--- config.mk ---
export PLATFORM = sky130hd
export DESIGN_NAME = jt12_lfo
export DESIGN_NICKNAME = d
export VERILOG_FILES = /design/src/rtl/jt12_lfo.sv
export SDC_FILE = /design/constraint.sdc
export NUM_CORES = 1
export LEC_CHECK = 0
export ABC_CLOCK_PERIOD_IN_PS = 3730
export BUFFER_PORTS_ARGS = -buffer_cell sky130_fd_sc_hd__buf_4
export CORE_MARGIN = 5
export CORE_UTILIZATION = 60
export CTS_CLUSTER_DIAMETER = 80
export DETAILED_ROUTE_END_ITERATION = 12
export GPL_TIMING_DRIVEN = 1
export HOLD_SLACK_MARGIN = 0.08
export PLACE_DENSITY = 0.84
export SETUP_SLACK_MARGIN = 0.05
export SYNTH_ARGS = -nofsm -noshare
export SYNTH_HDL_FRONTEND = slang
export SYNTH_SLANG_ARGS = --single-unit
--- constraint.sdc ---
create_clock -name clk -period 3.73 [get_ports clk]
set_clock_uncertainty 0.2 [all_clocks]
set_input_delay 0.746 -clock clk [delete_from_list [all_inputs] [get_ports clk]]
set_output_delay 0.746 -clock clk [all_outputs]
set_load 0.02 [all_outputs]
--- src/rtl/jt12_lfo.sv ---
// jt12_lfo: LFO phase counter stepped once per slot cycle, plus registered per-slot AM attenuation
module jt12_lfo #(
  parameter int DIV_W = 7,
  parameter int LFO_W = 7
) (
  input  logic             clk,
  input  logic             rst,
  input  logic             clk_en,
  input  logic             zero,
  input  logic             lfo_en,
  input  logic [2:0]       lfo_freq,
  input  logic             amsen_I,
  input  logic [1:0]       ams_I,
  output logic [LFO_W-1:0] lfo_mod,
  output logic             lfo_step,
  output logic [6:0]       am_II
);
  logic [DIV_W-1:0] div, last;
  logic [5:0]       am_tri;
  logic [6:0]       am_full, am_scaled;
  // last = zero pulses per step minus one; >= keeps a mid-count rate change from running away
  always_comb begin
    case (lfo_freq)
      3'd0:    last = DIV_W'(107);
      3'd1:    last = DIV_W'(76);
      3'd2:    last = DIV_W'(70);
      3'd3:    last = DIV_W'(66);
      3'd4:    last = DIV_W'(61);
      3'd5:    last = DIV_W'(43);
      3'd6:    last = DIV_W'(7);
      default: last = DIV_W'(4);
    endcase
  end
  always_comb begin
    am_tri    = lfo_mod[6] ? lfo_mod[5:0] : ~lfo_mod[5:0];
    am_full   = {am_tri, 1'b0};
    am_scaled = ams_I == 2'd3 ? am_full :
                ams_I == 2'd2 ? {1'b0, am_full[6:1]} :
                ams_I == 2'd1 ? {3'b0, am_full[6:3]} : 7'd0;
  end
  always_ff @(posedge clk or negedge rst) begin
    if (!rst) begin
      div      <= '0;
      lfo_mod  <= '0;
      lfo_step <= 1'b0;
      am_II    <= '0;
    end else if (clk_en) begin
      lfo_step <= 1'b0;
      am_II    <= amsen_I ? am_scaled : 7'd0;
      if (!lfo_en) begin
        div     <= '0;
        lfo_mod <= '0;
      end else if (zero) begin
        if (div >= last) begin
          div      <= '0;
          lfo_mod  <= lfo_mod + 1'b1;
          lfo_step <= 1'b1;
        end else begin
          div <= div + 1'b1;
        end
      end
    end
  end
endmodule

==> run metrics, run 1 <==
vias per std cell roughly 6.1; Critical Path RT ~3.8 ns; sequential area share after synthesis 36.0%; Crit Path Class input pin to register; 1st-pass router iterations 4; number of synthesized register bits 22; Area Overhead vs Synth 15.2%; hold buffer count at cts 0; Final setup viols 0; Die X 60.5 µm; LEAKAGE between 0.8 and 0.9 nW; Pwr Density 535 nW/µm²; asr flop ratio synth between 90% and 100%; initial antenna violation count 0; clock transition at the registers of the reported paths 0.14 ns; TNS Setup 0 ns; Synth Instances 174; drt wl/cell 15.4 µm; most frequent cells in the layout buf_4 (25), dfrtp_1 (22), inv_1 (15), nand2_1 (15), o22ai_1 (10); CTS tree yes; clock latency on the worst-skew pair 0.32 ns; fraction of layout cells with a size suffix above 1 17.8%; vias in the first global route 1,265; overflow left after global routing 0; antenna cells 0; root buffer cell clkbuf_4; syn_nets 194; syn_area_per_cell around 9 µm²; crit path max fanout 9; Worst Hold Slack 0.0891 ns; IO Pins 26; design area 1760 µm²; crit end category register; type of the tightest min-delay check input pin to asynchronous set/reset pin; crit path launch type input pin; Setup Buffers After CTS 0; H-tree depth 1; PostCTS Resize Cnt 0; fmax approximately 370 MHz; CP Data Arrival Time approximately 2.7 ns; Longest Clk Path Bufs 2; post-layout minimum cycle time 2.67 ns; Tcrit/Tclk final 71.7%; first-pass GRT wire length 5690 µm; largest net degree at the start of global routing 23; worst slew pin tran 0.603 ns; I/O Buffers 25; max-slew violation count 0; final core occ 71.7%; initial core utilization 62.2%; Post-synth EDFFs 0; NumNets Final 212; gr usage total 20.5%; FP Rows 18; synthesized area 1530 µm²; final wirelength 3410 µm; post-placement cell area between 1500 and 2000 µm²; chip height ~60 µm; Num CTS Buffers 3; Core Area 2450 µm²; post-synth cell types 44; outcome finished, final reports clean; worst vdd ir 0.475 mV; synth warn 0; # DRC 0; vias after detailed routing about 1.3k; prevailing post-synth register cell dfrtp_1; Routed Antenna Nets 0; placer congestion estimate between 0.8 and 0.9; hpwl dp ~2500 µm; RSZ-0062 raised after global routing no; Die Area about 3700 µm²; commonest non-fill, non-tap cell in the layout buf_4; Rel. slew slack 59.8%; CTS Sinks 22; fill cell count 190; max_cap viols 0; DR iter-0 viols 43; Final Hold Viols 0
[synthesized netlist by cell type, drive strengths merged, types with 4 or more instances]
cell | number | area share (%)
xnor2 | 5 | 2.9
o22ai | 10 | 4.1
nand2 | 16 | 4.1
inv | 15 | 3.7
xor2 | 4 | 2.3
dfrtp | 22 | 36
nand3 | 8 | 2.6
clkbuf | 10 | 2.5
nor2 | 6 | 1.5
nand4 | 4 | 1.6
a21o | 4 | 2.0
ha | 9 | 7.4
o21ai | 11 | 3.8
a21oi | 6 | 2.2
[state kept, by name, summed over array words and instances (netlist names)]
signal and cells:
div 7, lfo_step 1, am_II 7, lfo_mod 7
[power by group]
group	leakage (nW)	internal, W	switching (W)	total, W
registers	0.294	0.000287	0.000115	0.000403
logic	0.511	0.000173	0.000176	0.000350
clock network	0.0279	0.000109	0.0000796	0.000188
total	0.834	0.000569	0.000371	0.000940
[per-stage QoR]
stage,power [W],std cells,worst slack (ns)
floorplan,0.000628,174,1.00
global placement,0.000740,217,0.797
detailed placement,0.000755,217,0.742
CTS,0.000939,221,1.07
global route,0.000996,221,1.00
finish,0.000940,221,1.06
[cell type report]
type / instances / area [µm²] / area share, %
clock buffers: 3 / 22.5 / 1.28
clock inverters: 1 / 30.0 / 1.71
inverters: 15 / 56.3 / 3.20
multi-input cells: 125 / 875 / 49.7
flip-flops and latches: 22 / 551 / 31.3
well taps: 30 / 37.5 / 2.13
repair buffers: 25 / 188 / 10.7
[worst paths after layout]
| kind | from | end | slack, ns | depth (start not counted) |
|---|---|---|---|---|
| hold reg to reg | lfo_step | lfo_step | 0.34 | 2 |
| min in group clk | lfo_step | lfo_step | 0.34 | 2 |
| setup reg to reg | div[4] | lfo_mod[4] | 1.34 | 6 |
| hold / removal | rst | am_II[1] | 0.09 | 1 |
| max in group asynchronous | rst | div[1] | 3.01 | 1 |
| setup / recovery | lfo_freq[0] | lfo_mod[4] | 1.06 | 9 |
[kinds of logic (layout without fill, tap and decap cells)]
group / count (synthesis) / after routing / synth area share, %
xor gates and xnor gates: 9 / 9 / 5.16
and+or+nand+nor: 53 / 53 / 18.3
AOI/OAI and AO/OA: 51 / 51 / 24.4
DFF: 22 / 22 / 36.0
adders and majority gates: 9 / 9 / 7.37
buffers and inverters: 27 / 44 / 6.72
muxes: 3 / 3 / 1.97
[layer usage]
metal  global-route usage (%)  routed length (µm)  part of all wire, %
met2                     31.9                1570                   46
met4                     6.19                  26                 0.76
met5                        0                   0                    0
met1                     29.3                1640                   48
met3                     3.62                 163                  4.8
[worst max-delay path: stages]
cell     delay (ns)
buf_4          0.13
nor2_1         0.14
nand2_1        0.07
ha_1           0.35
a21o_1         0.18
a221o_1        0.37
a41oi_4        0.33
nor4_1         0.10
a211o_1        0.27
Power figures use the tool's default switching activity.
==> inputs of run 2 (changes only) <==
--- a/config.mk
+++ b/config.mk
@@ -5,15 +5,15 @@
 export SDC_FILE = /design/constraint.sdc
 export NUM_CORES = 1
 export LEC_CHECK = 0
-export ABC_CLOCK_PERIOD_IN_PS = 3730
+export ABC_CLOCK_PERIOD_IN_PS = 2250
 export BUFFER_PORTS_ARGS = -buffer_cell sky130_fd_sc_hd__buf_4
 export CORE_MARGIN = 5
-export CORE_UTILIZATION = 60
+export CORE_UTILIZATION = 50
 export CTS_CLUSTER_DIAMETER = 80
 export DETAILED_ROUTE_END_ITERATION = 12
 export GPL_TIMING_DRIVEN = 1
 export HOLD_SLACK_MARGIN = 0.08
-export PLACE_DENSITY = 0.84
+export PLACE_DENSITY = 0.75
 export SETUP_SLACK_MARGIN = 0.05
 export SYNTH_ARGS = -nofsm -noshare
 export SYNTH_HDL_FRONTEND = slang
==> constraint.sdc (replaced) <==
create_clock -name clk -period 2.25 [get_ports clk]
set_clock_uncertainty 0.2 [all_clocks]
set_input_delay 0.45 -clock clk [delete_from_list [all_inputs] [get_ports clk]]
set_output_delay 0.45 -clock clk [all_outputs]
set_load 0.02 [all_outputs]
==> run metrics, run 2 (synthesis results as in run 1) <==
outcome finished, final reports clean; overflow left after global routing 0 (unchanged); vias after detailed routing 1,456 (+8.7%); total power draw 0.00160 W (+70%); Final Hold Viols 0 (unchanged); largest registers am_II: 7 flops, div: 7 flops, lfo_mod: 7 flops; crit path launch type register; Core Area 3000 µm² (+22%); max-slew violation count 0 (unchanged); max_cap viols 0 (unchanged); LEAKAGE 0.883 nW (+6.0%); sequential power share 42.0% (-0.8 points); CP Data Arrival Time 2.29 ns (-0.40 ns); Tcrit/Tclk final 99.0%; Critical Path RT 2.31 ns (-1.44 ns); Crit Path Class register to register; Num CTS Buffers 3 (unchanged); reg-to-reg endpoint lfo_mod[5]; DR iter-0 viols 53 (+23%); Pwr Density 823 nW/µm² (+54%); type of the tightest min-delay check input pin to register; Longest Clk Path Bufs 2 (unchanged); Routed Antenna Nets 0 (unchanged); chip height 65.3 µm (+8.0%); H-tree depth 1 (unchanged); P_sw 0.000632 W (+70%); post-layout minimum cycle time about 2.2 ns; Non-Filler Instances 234 (+5.9%); fraction of layout cells with a size suffix above 1 27.4% (+9.6 points); placer congestion estimate 0.837 (-1.1%); met2 wire len 1940 µm (+23%); setup ws final 0.0231 ns (-1.03 ns); Final setup viols 0 (unchanged); Rel. slew slack 56.1% (-3.7 points); initial antenna violation count 0 (unchanged); Int Pwr 0.000963 W (+69%); 1st-pass router iterations 4 (unchanged); # DRC 0 (unchanged); Die Area 4260 µm² (+17%); Metal-1 WL 1660 µm (+1.3%); RSZ-0062 raised after global routing yes; worst vdd ir 0.678 mV (+43%); gr usage total 18.0% (-2.5 points); pre-CTS setup slack -0.284 ns (-1.03 ns); final wirelength 3880 µm (+14%); hpwl dp 2630 µm (+6.1%); antenna cells 0 (unchanged); FP Rows 20 (+2); Clk pwr share 19.1% (-0.9 points); crit path capture lfo_mod[5]; I/O Buffers 25 (unchanged); drt wl/cell 16.6 µm (+7.6%); combinational power share 38.9% (+1.7 points); highest routed metal layer met4; CTS Sinks 22 (unchanged); r2r worst-path depth 7 (+1); most frequent cells in the layout buf_4 (31), dfrtp_1 (21), nand2_1 (15); RR Startpoint div[5]; Area Overhead vs Synth 26.9%; worst slew pin tran 0.658 ns (+0.0550 ns); first-pass GRT wire length 6170 µm (+8.4%); initial core utilization 50.9% (-11 points); Placed Cells incl. Taps 225 (+3.7%); CTS tree yes; Crit. Startpoint div[5]; vias in the first global route 1,422 (+12%); crit path max fanout 4 (-5); commonest non-fill, non-tap cell in the layout buf_4; vias per std cell 6.22 (+2.6%); largest net degree at the start of global routing 23 (unchanged); crit end category register; Reg2Reg Setup Slack 0.02 ns (-1.32 ns); fmax around 450 MHz; switching part of the total 39.6% (+0.15 points); NumNets Final 222 (+4.7%); clock latency on the worst-skew pair 0.31 ns (about the same); final core occ 64.6% (-7.1 points); fill cell count 251 (+32%); Die X 65.3 µm (+8.0%); Routed met3 length 214 µm (+31%); clock transition at the registers of the reported paths 0.13 ns (about the same); root buffer cell clkbuf_4; IO Pins 26 (unchanged)
-- run 2: layer usage --
| metal | global-route usage [%] | vias to the layer above |
|---|---|---|
| met4 | 5.70 | 0 |
| met1 | 22.1 | 706 |
| met2 | 31.0 | 55 |
| li1 | - | 687 |
| met3 | 4.10 | 8 |
| met5 | 0 | - |
-- run 2: cell type report --
type	count	area (µm²)	share of cell area, %
multi-input combinational	126	970	50.0
sequential	22	552	28.5
timing repair buffer	34	265	13.7
inverter	15	58.8	3.03
tap	33	41.3	2.13
clock inverter	1	30.0	1.55
clock buffer	3	22.5	1.16
-- run 2: per-stage QoR --
stage | instance area [µm²] | hold WS, ns | setup TNS, ns
2_1_floorplan | 1550 | -0.0456 | -0.0825
3_3_place_gp | 1770 | 0.158 | -2.43
3_5_place_dp | 1770 | 0.158 | -3.54
4_1_cts | 1830 | 0.229 | 0
5_1_grt | 1940 | 0.234 | -0.101
6_report | 1940 | 0.223 | 0
-- run 2: worst min path at each step --
stage,start,cells after the start,end,slack [ns]
final,clk_en,2,lfo_step,0.22
after global routing,clk_en,2,lfo_step,0.23
after CTS,clk_en,2,am_II[6],0.23
after detailed placement,rst,1,div[4],0.16
after global placement,rst,1,div[4],0.16
after floorplan,rst,0,am_II[0],-0.05
-- run 2: critical path, cell delays in order, from the launching register on --
cell,delay [ns]
dfrtp_1,0.43
ha_1,0.29
and2_4,0.14
a221o_1,0.38
buf_4,0.17
a41oi_2,0.25
o211a_1,0.21
a211o_1,0.09
-- run 2: power by group through the flow --
| stage | Clock [W] | Sequential (W) | Combinational, W |
|---|---|---|---|
| 2_1_floorplan | 0 | 0.000631 | 0.000414 |
| 3_3_place_gp | 0 | 0.000660 | 0.000575 |
| 3_5_place_dp | 0 | 0.000670 | 0.000594 |
| 4_1_cts | 0.000312 | 0.000662 | 0.000599 |
| 5_1_grt | 0.000328 | 0.000690 | 0.000678 |
| 6_report | 0.000305 | 0.000670 | 0.000620 |
-- run 2: repair_timing --
action                                  CTS  global route
pin swaps                                 1             8
hold buffers                              1             0
endpoints found under the hold margin    22             0
buffers inserted                          0             3
gates cloned                              0             1
resized for setup                         2            14
endpoints found under the setup margin    2            14
==> inputs of run 3 (changes only) <==
--- a/config.mk
+++ b/config.mk
@@ -13,7 +13,8 @@
 export DETAILED_ROUTE_END_ITERATION = 12
 export GPL_TIMING_DRIVEN = 1
 export HOLD_SLACK_MARGIN = 0.08
-export PLACE_DENSITY = 0.75
+export PLACE_DENSITY = 0.77
+export RECOVER_POWER = 100
 export SETUP_SLACK_MARGIN = 0.05
 export SYNTH_ARGS = -nofsm -noshare
 export SYNTH_HDL_FRONTEND = slang
==> run metrics, run 3 (synthesis results as in run 1) <==
outcome finished, final reports clean; Longest Clk Path Bufs 2 (unchanged); root buffer cell clkbuf_4; post-placement cell area 1780 µm² (+0.85%); type of the tightest min-delay check input pin to register; final wirelength 4230 µm (+9.0%); final core occ 65.7% (+1.1 points); NumNets Final 230 (+3.6%); pre-CTS setup slack -0.308 ns (-0.0243 ns); Core Area 3000 µm² (unchanged); met1 global-route usage 23.4% (+1.3 points); max_cap viols 0 (unchanged); hpwl dp 2730 µm (+3.8%); Rel. slew slack 17.0% (-39 points); crit path launch type input pin; post-layout minimum cycle time 2.20 ns (-0.0226 ns); max-slew violation count 0 (unchanged); M2 GR Usage 29.7% (-1.3 points); H-tree depth 1 (unchanged); placer congestion estimate 0.798 (-4.7%); Num CTS Buffers 3 (unchanged); Final Hold Viols 0 (unchanged); first-pass GRT wire length 6150 µm (-0.23%); most frequent cells in the layout buf_4 (21), dfrtp_1 (20), clkbuf_1 (17); design area 1970 µm² (+1.7%); vias per std cell 6.21 (-0.18%); Area Overhead vs Synth 29.1%; CTS Sinks 22 (unchanged); Routed Antenna Nets 0 (unchanged); LEAKAGE 0.862 nW (-2.4%); antenna cells 0 (unchanged); CP peak stage delay 0.38 ns (-0.05 ns); fraction of layout cells with a size suffix above 1 23.9% (-3.4 points); worst vdd ir 0.597 mV (-12%); chip height 65.3 µm (unchanged); CTS tree yes; gr usage total 17.9% (-0.098 points); fmax 454 MHz (+1.0%); initial core utilization 50.9% (unchanged); Die Area 4260 µm² (unchanged); GR Util met3 3.59% (-0.51 points); largest registers am_II: 7 flops, div: 7 flops, lfo_mod: 7 flops; commonest non-fill, non-tap cell in the layout buf_4; FP Rows 20 (unchanged); Tcrit/Tclk final 98.0% (-1.0 points); # DRC 0 (unchanged); drt wl/cell 17.5 µm (+5.4%); crit path max fanout 5 (+1); RSZ-0062 raised after global routing yes; IO Pins 26 (unchanged); worst slew pin tran 1.25 ns (+0.587 ns); vias in the first global route 1,373 (-3.4%); Critical Path RT 2.27 ns (-0.04 ns); Worst Hold Slack 0.214 ns (-0.00880 ns); overflow left after global routing 0 (unchanged); Die X 65.3 µm (unchanged); Final setup viols 0 (unchanged); fill cell count 238 (-5.2%); clock latency on the worst-skew pair 0.31 ns (about the same); Pwr Density 795 nW/µm² (-3.3%); Crit-path slowest cell a221o_1; grt peak-use layer met2; largest net degree at the start of global routing 23 (unchanged); setup ws final 0.0457 ns (+0.0226 ns); I/O Buffers 25 (unchanged); DR iter-0 viols 91 (+72%); critical-path cell list buf_6 -> nor2_4 -> nand2_2 -> ha_4 -> a21o_1 -> a221o_1 -> a41oi_4 -> buf_4 -> nor4_2 -> a211o_1; total power draw 0.00157 W (-1.7%); crit end category register; initial antenna violation count 0 (unchanged); 1st-pass router iterations 5 (+1); clock transition at the registers of the reported paths 0.13 ns (about the same); vias after detailed routing 1,503 (+3.2%); Crit Path Class input pin to register; CP Data Arrival Time 2.23 ns (-0.06 ns)
run 3: cell count changes in the layout (fill, tap and decap cells not counted), moves of 2 or more:
cell	previous run	this run
clkbuf_1	0	17
buf_4	31	21
nand2_1	15	13
nand2_2	1	3
run 3: layer usage:
metal,part of all wire [%],up-vias
li1,-,709
met5,0,-
met3,6.1,8
met1,42,713
met4,0.73,0
met2,51,73
run 3: final cells by class:
| class | instances | area (µm²) | area share (%) |
|---|---|---|---|
| clock buffer | 3 | 22.5 | 1.14 |
| timing repair buffer | 42 | 274 | 13.9 |
| clock inverter | 1 | 30.0 | 1.52 |
| multi-input combinational | 126 | 992 | 50.3 |
| inverter | 15 | 58.8 | 2.98 |
| sequential | 22 | 553 | 28.0 |
| tap | 33 | 41.3 | 2.09 |
run 3: final timing paths:
check                            start    endpoint  slack (ns)  cells past startpoint
hold reg to reg               lfo_step    lfo_step        0.32                      2
min in group asynchronous          rst      div[6]        0.70                      2
max in group asynchronous          rst      div[3]        0.34                      2
setup reg to reg                div[4]  lfo_mod[4]        0.05                      7
hold / removal                  clk_en    lfo_step        0.21                      2
setup / recovery           lfo_freq[0]  lfo_mod[4]        0.05                     10
run 3: critical path: cells and delay by family:
kind	cells	cell delay, ns
buf+inv	2	0.26
simple gates	3	0.25
compound gates	4	1.02
fa+ha+maj	1	0.25
run 3: timing repair:
item	4_1_cts	5_1_grt
pin swaps	0	13
endpoints found under the hold margin	22	0
gates resized for setup	0	26
hold buffers	1	0
setup endpoints to repair	3	13
setup buffers	0	9
gates cloned	0	1
run 3: report_power, final:
group	switching (W)	internal, W	leakage [nW]	total (W)
combinational	0.000330	0.000263	0.543	0.000593
sequential	0.000186	0.000476	0.291	0.000662
clock	0.000133	0.000180	0.0279	0.000313
total	0.000648	0.000920	0.862	0.00157
run 3: per-stage QoR:
step	setup TNS [ns]	instances
6_report	0	242
5_1_grt	-0.0325	242
4_1_cts	0	232
3_5_place_dp	-3.95	227
3_3_place_gp	-2.42	227
2_1_floorplan	-0.0825	174
